===== config.mk =====
export PLATFORM = sky130hd
export DESIGN_NAME = intpol2_d4_eval_seq
export DESIGN_NICKNAME = d
export VERILOG_FILES = /design/src/rtl/intpol2_d4_eval_seq.sv
export SDC_FILE = /design/constraint.sdc
export NUM_CORES = 1
export LEC_CHECK = 0
export CAP_MARGIN = 20
export CORE_UTILIZATION = 50
export DETAILED_ROUTE_END_ITERATION = 6
export PLACE_DENSITY_LB_ADDON = 0.2
export SYNTH_ARGS = -nofsm -noshare
export SYNTH_HDL_FRONTEND = slang
export SYNTH_SLANG_ARGS = --single-unit

===== constraint.sdc =====
create_clock -name i_clk -period 3.91 [get_ports i_clk]
set_input_delay 0.782 -clock i_clk [delete_from_list [all_inputs] [get_ports i_clk]]
set_output_delay 0.782 -clock i_clk [all_outputs]
set_load 0.05 [all_outputs]

===== src/rtl/intpol2_d4_eval_seq.sv =====
// Sequencer/accumulator around a shared multiplier: evaluates y = p0 + p1*xi + p2*xi^2
// over n phases xi = n*h, building xi^2 by forward differences instead of a second multiplier.
module intpol2_d4_eval_seq #(
  parameter int DATAPATH_WIDTH = 32,
  parameter int N_bits         = 2,
  parameter int M_bits         = 31,
  parameter int NPTS_W         = 8,
  localparam int W             = DATAPATH_WIDTH + N_bits
) (
  input  logic              i_clk,
  input  logic              i_rstn,
  input  logic              i_coef_valid,
  output logic              o_coef_ready,
  input  logic [W-1:0]      i_p0,
  input  logic [W-1:0]      i_p1,
  input  logic [W-1:0]      i_p2,
  input  logic [W-1:0]      i_step,
  input  logic [W-1:0]      i_step_sq,
  input  logic [NPTS_W-1:0] i_n_points,
  output logic              o_sel_mult,
  output logic [W-1:0]      o_mp1,
  output logic [W-1:0]      o_mp2,
  output logic [W-1:0]      o_xi,
  output logic [W-1:0]      o_xi2,
  input  logic [W-1:0]      i_mult_out,
  output logic [W-1:0]      o_y,
  output logic              o_y_valid,
  input  logic              i_y_ready
);

  localparam int AW = W + 2;
  // h and h^2 lie in [0,1): only the fraction bits carry information
  localparam logic [W-1:0] FRAC_MASK = {{(W-M_bits){1'b0}}, {M_bits{1'b1}}};
  localparam logic [W-1:0] Y_MAX     = {1'b0, {(W-1){1'b1}}};
  localparam logic [W-1:0] Y_MIN     = {1'b1, {(W-1){1'b0}}};

  typedef enum logic [1:0] {IDLE, MUL1, MUL2, OUT} state_t;

  state_t r_state, w_next;

  logic [W-1:0]          r_p0, r_mp1, r_mp2, r_step, r_step_sq;
  logic [W-1:0]          r_xi, r_xi2, r_d, r_y;
  logic [NPTS_W-1:0]     r_npts, r_cnt;
  logic signed [AW-1:0]  r_acc;
  logic                  r_y_valid;

  logic signed [AW-1:0]  w_macc;
  logic [W-1:0]          w_ysat;
  logic [NPTS_W-1:0]     w_cnt_last;
  logic                  w_last;

  assign w_macc     = r_acc + AW'($signed(i_mult_out));
  assign w_cnt_last = (r_npts == '0) ? '0 : r_npts - NPTS_W'(1);
  assign w_last     = (r_cnt == w_cnt_last);

  // Bits above the W-bit result must all match its sign, else clamp
  always_comb begin
    w_ysat = w_macc[W-1:0];
    if (!(&w_macc[AW-1:W-1]) && (|w_macc[AW-1:W-1]))
      w_ysat = w_macc[AW-1] ? Y_MIN : Y_MAX;
  end

  always_ff @(posedge i_clk or negedge i_rstn) begin
    if (!i_rstn) r_state <= IDLE;
    else         r_state <= w_next;
  end

  always_comb begin
    w_next = r_state;
    case (r_state)
      IDLE:    if (i_coef_valid) w_next = MUL1;
      MUL1:    w_next = MUL2;
      MUL2:    w_next = OUT;
      OUT:     if (i_y_ready) w_next = w_last ? IDLE : MUL1;
      default: w_next = IDLE;
    endcase
  end

  always_comb begin
    o_coef_ready = (r_state == IDLE);
    o_sel_mult   = (r_state == MUL2);
  end

  always_ff @(posedge i_clk or negedge i_rstn) begin
    if (!i_rstn) begin
      r_p0      <= '0;
      r_mp1     <= '0;
      r_mp2     <= '0;
      r_step    <= '0;
      r_step_sq <= '0;
      r_npts    <= '0;
      r_xi      <= '0;
      r_xi2     <= '0;
      r_d       <= '0;
      r_cnt     <= '0;
      r_acc     <= '0;
      r_y       <= '0;
      r_y_valid <= 1'b0;
    end else begin
      case (r_state)
        IDLE: if (i_coef_valid) begin
          r_p0      <= i_p0;
          r_mp1     <= i_p1;
          r_mp2     <= i_p2;
          r_step    <= i_step & FRAC_MASK;
          r_step_sq <= i_step_sq & FRAC_MASK;
          r_npts    <= i_n_points;
          r_xi      <= '0;
          r_xi2     <= '0;
          r_d       <= i_step_sq & FRAC_MASK;
          r_cnt     <= '0;
          r_acc     <= AW'($signed(i_p0));
        end
        MUL1: r_acc <= w_macc;
        MUL2: begin
          r_acc     <= w_macc;
          r_y       <= w_ysat;
          r_y_valid <= 1'b1;
        end
        OUT: if (i_y_ready) begin
          // (n+1)^2 h^2 = n^2 h^2 + (2n+1) h^2; d holds the (2n+1) h^2 term
          r_y_valid <= 1'b0;
          r_xi      <= r_xi + r_step;
          r_xi2     <= r_xi2 + r_d;
          r_d       <= r_d + (r_step_sq << 1);
          r_cnt     <= r_cnt + NPTS_W'(1);
          r_acc     <= AW'($signed(r_p0));
        end
        default: ;
      endcase
    end
  end

  assign o_mp1     = r_mp1;
  assign o_mp2     = r_mp2;
  assign o_xi      = r_xi;
  assign o_xi2     = r_xi2;
  assign o_y       = r_y;
  assign o_y_valid = r_y_valid;

endmodule


==> results of run 1 <==
-- sequential cells by signal, summed over array words and instances (netlist names) --
register and cells:
r_acc 36, o_mp1 34, o_mp2 34, o_xi2 34, o_xi 34, o_y 34, r_d 34, r_p0 34
r_step 31, r_step_sq 31, r_cnt 8, r_npts 8, r_state 2, o_y_valid 1
-- kinds of logic (layout without fill, tap and decap cells) --
group                      Yosys count  count (layout)
other                                0               5
DFF                                355             355
adders and majority gates          140             140
muxes                              177             177
AOI/OAI and AO/OA                  735             735
and+or+nand+nor                    453             454
buffers and inverters              154             586
xor gates and xnor gates           117             117
-- layout make-up --
cell class | count | share of cell area, %
Clock inverter | 9 | 0.360
Antenna cell | 5 | 0.0456
Tap cell | 539 | 2.46
Clock buffer | 67 | 4.69
Timing Repair Buffer | 459 | 16.5
Multi-Input combinational cell | 1623 | 42.9
Inverter | 51 | 0.698
Sequential cell | 355 | 32.4
-- cell usage after synthesis (4+ instances only) --
cell type	count	share of area [%]
a31oi_1	18	0.53
nand2_1	192	3.4
inv_1	49	0.87
o31ai_1	13	0.46
o221ai_1	5	0.21
a21oi_1	177	4.2
a21o_1	58	2.1
nand2b_1	17	0.50
o21bai_1	17	0.60
nor2_1	110	1.9
xnor2_1	55	2.3
nand4_1	16	0.47
clkbuf_1	85	1.5
buf_6	5	0.27
fa_1	4	0.38
nor3_1	32	0.76
dfrtp_1	355	42
ha_1	136	8.0
o2bb2ai_1	6	0.25
nor4_1	4	0.12
o21ai_0	213	5.0
a32o_1	5	0.24
mux2i_1	5	0.24
mux2_2	172	9.1
nand3_1	32	0.76
o22ai_1	29	0.86
o211ai_1	13	0.46
a211o_1	9	0.37
a22o_1	6	0.25
a211oi_1	18	0.64
nor2b_1	9	0.27
buf_2	10	0.24
or3_1	7	0.21
and3_1	12	0.35
a221oi_1	19	0.78
o21ai_1	14	0.33
a21oi_2	4	0.17
and2_1	5	0.15
xor2_1	59	2.4
a221o_1	44	2.1
o21a_1	24	0.85
-- stage by stage --
step           setup slack (ns)  setup TNS [ns]  cell area (µm²)
2_1_floorplan             0.656               0            21200
3_3_place_gp             -0.343           -8.00            26000
3_5_place_dp             -0.415          -10.07            26000
4_1_cts                   0.158               0            27400
5_1_grt                  0.0505               0            27400
6_report                  0.227               0            27400
-- metal layers --
layer / routed length, µm / share of wire, %
met1: 25000 / 41
met5: 11 / 0.018
met3: 4380 / 7.2
met4: 1630 / 2.7
met2: 29600 / 49
-- worst max-delay path: stages --
cell,delay [ns]
clkdlybuf4s50_1,0.45
ha_1,0.25
fa_1,0.44
a211oi_1,0.29
o21ai_1,0.20
a21oi_1,0.31
o2111ai_1,0.21
nand3_1,0.15
a211o_1,0.16
a31o_1,0.19
buf_12,0.16
buf_12,0.16
a21oi_1,0.08
a221o_1,0.29
-- how the worst min path moves through the flow --
| stage | startpoint | end | cells past startpoint |
|---|---|---|---|
| floorplan | r_d[0]$_DFFE_PN0P_ | r_d[0]$_DFFE_PN0P_ | 2 |
| global placement | r_acc[29]$_DFFE_PN0P_ | r_acc[29]$_DFFE_PN0P_ | 2 |
| detailed placement | r_acc[26]$_DFFE_PN0P_ | r_acc[26]$_DFFE_PN0P_ | 2 |
| CTS | i_rstn | o_xi2[17]$_DFFE_PN0P_ | 1 |
| global route | i_rstn | o_xi2[17]$_DFFE_PN0P_ | 1 |
| finish | i_rstn | r_acc[4]$_DFFE_PN0P_ | 1 |
==> out/results.ini, run 1 <==
[outcome]
status = completed

[global_route]
gr-total-overflow = 0
use_met1_pct = 34.6
grt_use_met2_pct = 47.0
grt_max_degree = 111
met3_usage_pct = 6.55
grt_antenna_before_repair = 6
grt.total_usage_pct = 27.7
grt_pass1_wl_um = 96600
grt-busiest-layer = met2
grt_pass1_vias = 18200

[route]
wirelength_um = 60600
wl_per_cell_um = 19.5
vias = 18300
drt_first_pass_iters = 6
drcViolationCount = 0
ant_nets = 0
drt_iter0_drc = 1110
viasPerCell = 5.90

[timing]
worstMarginPinSlew_ns = 1.07
fin_crit_sh_pct = 94.2
maxSlewViolCount = 0
fin_skew_ns = 0.0232
hold_ws_ns = 0.260
hold_viol_final = 0
min_period_ns = 3.68
setup_violations = 0
fmax_mhz = 272
rsz0062_at_grt = no
slew_headroom_pct = 28.7

[floorplan]
die_h_um = 208
core_area_mm2 = 0.0419
dieArea_mm2 = 0.0432
rows = 75
ios = 389
die_w_um = 208
start_util_pct = 50.7

[synthesis]
async_reset_ff_share_pct = 100
avgSynthCellArea_um2 = 9.95
synth_top_family_by_area = compound AO/OA/AOI/OAI gates
syn_area_mm2 = 0.0212
synth_xor_area_share_pct = 5.05
synthesis.nets = 2487
yosys.area_share.simple_pct = 9.73
synth_cell_types = 87
synth_fa_ha_area_share_pct = 8.40
synth-edff-count = 0
yosysWarnings = 0
synth_compound_area_share_pct = 22.6
syn_inst = 2131
muxShareOfSynthArea_pct = 9.37
ys_ff_latch = 355
synth_flop_cell = dfrtp_1
ys_seq_area_share_pct = 41.9

[worst_setup_path]
crit_end = o_y[5]$_DFFE_PN0P_
r2r_start = o_xi2[13]$_DFFE_PN0P_
rrSetupSlack_ns = 0.47
cp-end-kind = flop
arrival_ns = 4.11
path_class = in -> reg
ff2ff_path_depth = 11
start_kind = input pin
r2r_end = o_xi2[32]$_DFFE_PN0P_
crit_required_ns = 4.34
critical_path_peak_fanout = 17
crit_start = i_mult_out[0]

[clock_network]
ctsHoldBuffers = 0
post_cts_resized = 0
cts_tree = yes
postCtsSetupBuffers = 0
cts_root_buf = clkbuf_16
htreeDepth = 2
cts_buffers = 42
clock-sinks = 355
insertion_delay_ns = 0.58
clk_pin_slew_ns = 0.06
clockBufferDepth = 3

[placed_design]
port_buffers = 382
globalplace.congestion = 0.978
dpl.cell_count = 3026
hpwl_um = 43500

[layout]
final_cells = 3108
drive_gt1_share_pct = 14.0
nets = 2888
area_growth_pct = 29.4
multi_input_area_mm2 = 0.0118
layout_common_cells = clkdlybuf4s50_1 (381), dfrtp_1 (355), o21ai_0 (213)
final_util_pct = 65.6
seqCellArea_mm2 = 0.00888
layout_commonest_cell = clkdlybuf4s50_1
nFillCells = 3383

[flow_run]
maxCapViolations = 0

[worst_hold_path]
hp-class = in -> async

Power of run 1 is left out: the tool's default activity adds up to more than one toggle a clock period on the data nets, which glitch-free logic cannot reach.
==> inputs of run 2 (changes only) <==
--- a/config.mk
+++ b/config.mk
@@ -8,7 +8,7 @@
 export CAP_MARGIN = 20
 export CORE_UTILIZATION = 50
 export DETAILED_ROUTE_END_ITERATION = 6
-export PLACE_DENSITY_LB_ADDON = 0.2
+export PLACE_DENSITY = 0.77
 export SYNTH_ARGS = -nofsm -noshare
 export SYNTH_HDL_FRONTEND = slang
 export SYNTH_SLANG_ARGS = --single-unit
==> out/results.ini, run 2 (synthesized netlist as in run 1, its figures left out) <==
[timing]
fin_skew_ns = 0.0152  ; -0.00798 ns
rsz0062_at_grt = no
fmax_mhz = 277  ; +2.2%
setup_violations = 0  ; unchanged
maxSlewViolCount = 0  ; unchanged
final.setup.worst_slack_ns = 0.306  ; +0.0784 ns
min_period_ns = 3.60  ; -0.0784 ns
worstMarginPinSlew_ns = 0.899  ; -0.167 ns
fin_crit_sh_pct = 92.2  ; -2.0 points
slew_headroom_pct = 40.1  ; +11 points
hold_viol_final = 0  ; unchanged

[route]
viasPerCell = 5.99  ; +1.6%
wl_per_cell_um = 20.0  ; +2.8%
wirelength_um = 62200  ; +2.7%
drcViolationCount = 0  ; unchanged
ant_nets = 0  ; unchanged
vias = 18600  ; +1.5%
drt_iter0_drc = 1337  ; +20%
drt_first_pass_iters = 7  ; +1

[worst_setup_path]
r2r_start = o_xi2[13]$_DFFE_PN0P_
crit_start = i_mult_out[0]
max_stage_delay_ns = 0.40  ; -0.05 ns
worst_path_max_delay_cell = clkdlybuf4s50_1
start_kind = input pin
critical_path_peak_fanout = 3  ; -14
cp.depth = 13  ; -1
path_class = in -> reg
crit_buf_inv = 2  ; -1
cp-end-kind = flop
rrSetupSlack_ns = 0.48  ; about the same
ff2ff_path_depth = 11  ; unchanged
path_common_cell = a21oi_1
crit_end = r_acc[24]$_DFFE_PN0P_
r2r_end = o_xi2[26]$_DFFE_PN0P_
crit_required_ns = 4.35  ; about the same
cp_cell_sequence = clkdlybuf4s50_1, ha_1, fa_1, a211oi_1, o21ai_1, a21oi_1, o221ai_1, a21oi_1, o21ai_0, xor2_1, buf_4, a221oi_1, nor3_1
arrival_ns = 4.04  ; -0.07 ns
cp_top_family = compound AO/OA/AOI/OAI gates

[global_route]
grt_max_degree = 104  ; -6.3%
gr-total-overflow = 0  ; unchanged
grt_pass1_wl_um = 99200  ; +2.8%
grt.total_usage_pct = 28.5  ; +0.72 points
grt_pass1_vias = 18800  ; +3.3%
grt_antenna_before_repair = 7  ; +1

[clock_network]
clk_pin_slew_ns = 0.06  ; about the same
insertion_delay_ns = 0.57  ; about the same
ctsHoldBuffers = 0  ; unchanged
cts_root_buf = clkbuf_16
clockBufferDepth = 3  ; unchanged
cts_buffers = 41  ; -2.4%
postCtsSetupBuffers = 0  ; unchanged
cts_tree = yes
htreeDepth = 2  ; unchanged
clock-sinks = 355  ; unchanged

[layout]
nets = 2887  ; -0.035%
layout_common_cells = clkdlybuf4s50_1 (381), dfrtp_1 (355), o21ai_0 (213)
largest_register = r_acc
area_growth_pct = 29.7
largest_reg_flops = 36  ; unchanged
drive_gt1_share_pct = 14.1  ; +0.12 points
nFillCells = 3244  ; -4.1%
layout_commonest_cell = clkdlybuf4s50_1
final_cells = 3105  ; -0.097%

[floorplan]
core_area_mm2 = 0.0419  ; unchanged
die_w_um = 208  ; unchanged
ios = 389  ; unchanged
rows = 75  ; unchanged
die_h_um = 208  ; unchanged
dieArea_mm2 = 0.0432  ; unchanged
start_util_pct = 50.7  ; unchanged

[placed_design]
port_buffers = 382  ; unchanged
globalplace.congestion = 0.980  ; +0.21%
dp_slack_ns = -0.330  ; +0.0848 ns
dpl.cell_count = 3027  ; +0.033%
hpwl_um = 45000  ; +3.5%

[worst_hold_path]
hp-class = in -> async

[outcome]
status = completed

[flow_run]
maxCapViolations = 0  ; unchanged

-- run 2: worst min path at each step --
stage	start	endpoint	slack, ns
floorplan	r_d[0]$_DFFE_PN0P_	r_d[0]$_DFFE_PN0P_	0.45
global placement	r_acc[0]$_DFFE_PN0P_	r_acc[0]$_DFFE_PN0P_	0.47
detailed placement	r_acc[20]$_DFFE_PN0P_	r_acc[20]$_DFFE_PN0P_	0.47
CTS	i_rstn	r_acc[0]$_DFFE_PN0P_	0.32
global route	i_rstn	r_acc[0]$_DFFE_PN0P_	0.37
finish	i_rstn	r_acc[0]$_DFFE_PN0P_	0.29
-- run 2: layer usage --
metal	track usage (%)	up-vias	wire length, µm
met4	11.2	8	2000
met5	0	-	53
met1	35.5	9080	25500
met2	47.5	701	30000
met3	7.06	143	4670
li1	-	8677	-
-- run 2: metrics by stage --
stage / setup TNS [ns] / cell area, µm² / hold slack [ns] / utilization, %
after floorplan: 0 / 21200 / 0.452 / -
after global placement: -3.28 / 26000 / 0.467 / 62.2
after detailed placement: -7.59 / 26000 / 0.474 / 62.2
after CTS: 0 / 27500 / 0.315 / 65.7
after global routing: 0 / 27500 / 0.365 / 65.7
final: 0 / 27500 / 0.287 / 65.7
-- run 2: area by class of cell --
class | instances | area (µm²) | share of cell area, %
Clock buffer | 62 | 1260 | 4.57
Tap cell | 539 | 674 | 2.45
Timing Repair Buffer | 460 | 4550 | 16.6
Antenna cell | 3 | 7.51 | 0.0273
Inverter | 51 | 191 | 0.696
Multi-Input combinational cell | 1622 | 11800 | 42.8
Sequential cell | 355 | 8880 | 32.3
Clock inverter | 13 | 175 | 0.637
-- run 2: worst reg2reg max path: cells and delay by family (launching register included) --
| kind | cells | cell delay (ns) |
|---|---|---|
| AO/OA/AOI/OAI | 8 | 2.00 |
| AND/OR/NAND/NOR | 2 | 0.54 |
| flip-flops | 1 | 0.40 |
| adder cells (fa/ha/maj) | 1 | 0.39 |
-- run 2: timing repair --
item,4_1_cts,5_1_grt
endpoints found under the setup margin,0,6
hold endpoints to repair,0,0
gates resized for setup,0,1
Power of run 2 is left out for the same reason.
==> inputs of run 3 (changes only) <==
--- a/config.mk
+++ b/config.mk
@@ -5,7 +5,6 @@
 export SDC_FILE = /design/constraint.sdc
 export NUM_CORES = 1
 export LEC_CHECK = 0
-export CAP_MARGIN = 20
 export CORE_UTILIZATION = 50
 export DETAILED_ROUTE_END_ITERATION = 6
 export PLACE_DENSITY = 0.77
==> results of run 3 <==
No change in the layout: final DEF, timing and power equal those of run 2.
Power of run 3 is left out for the same reason.
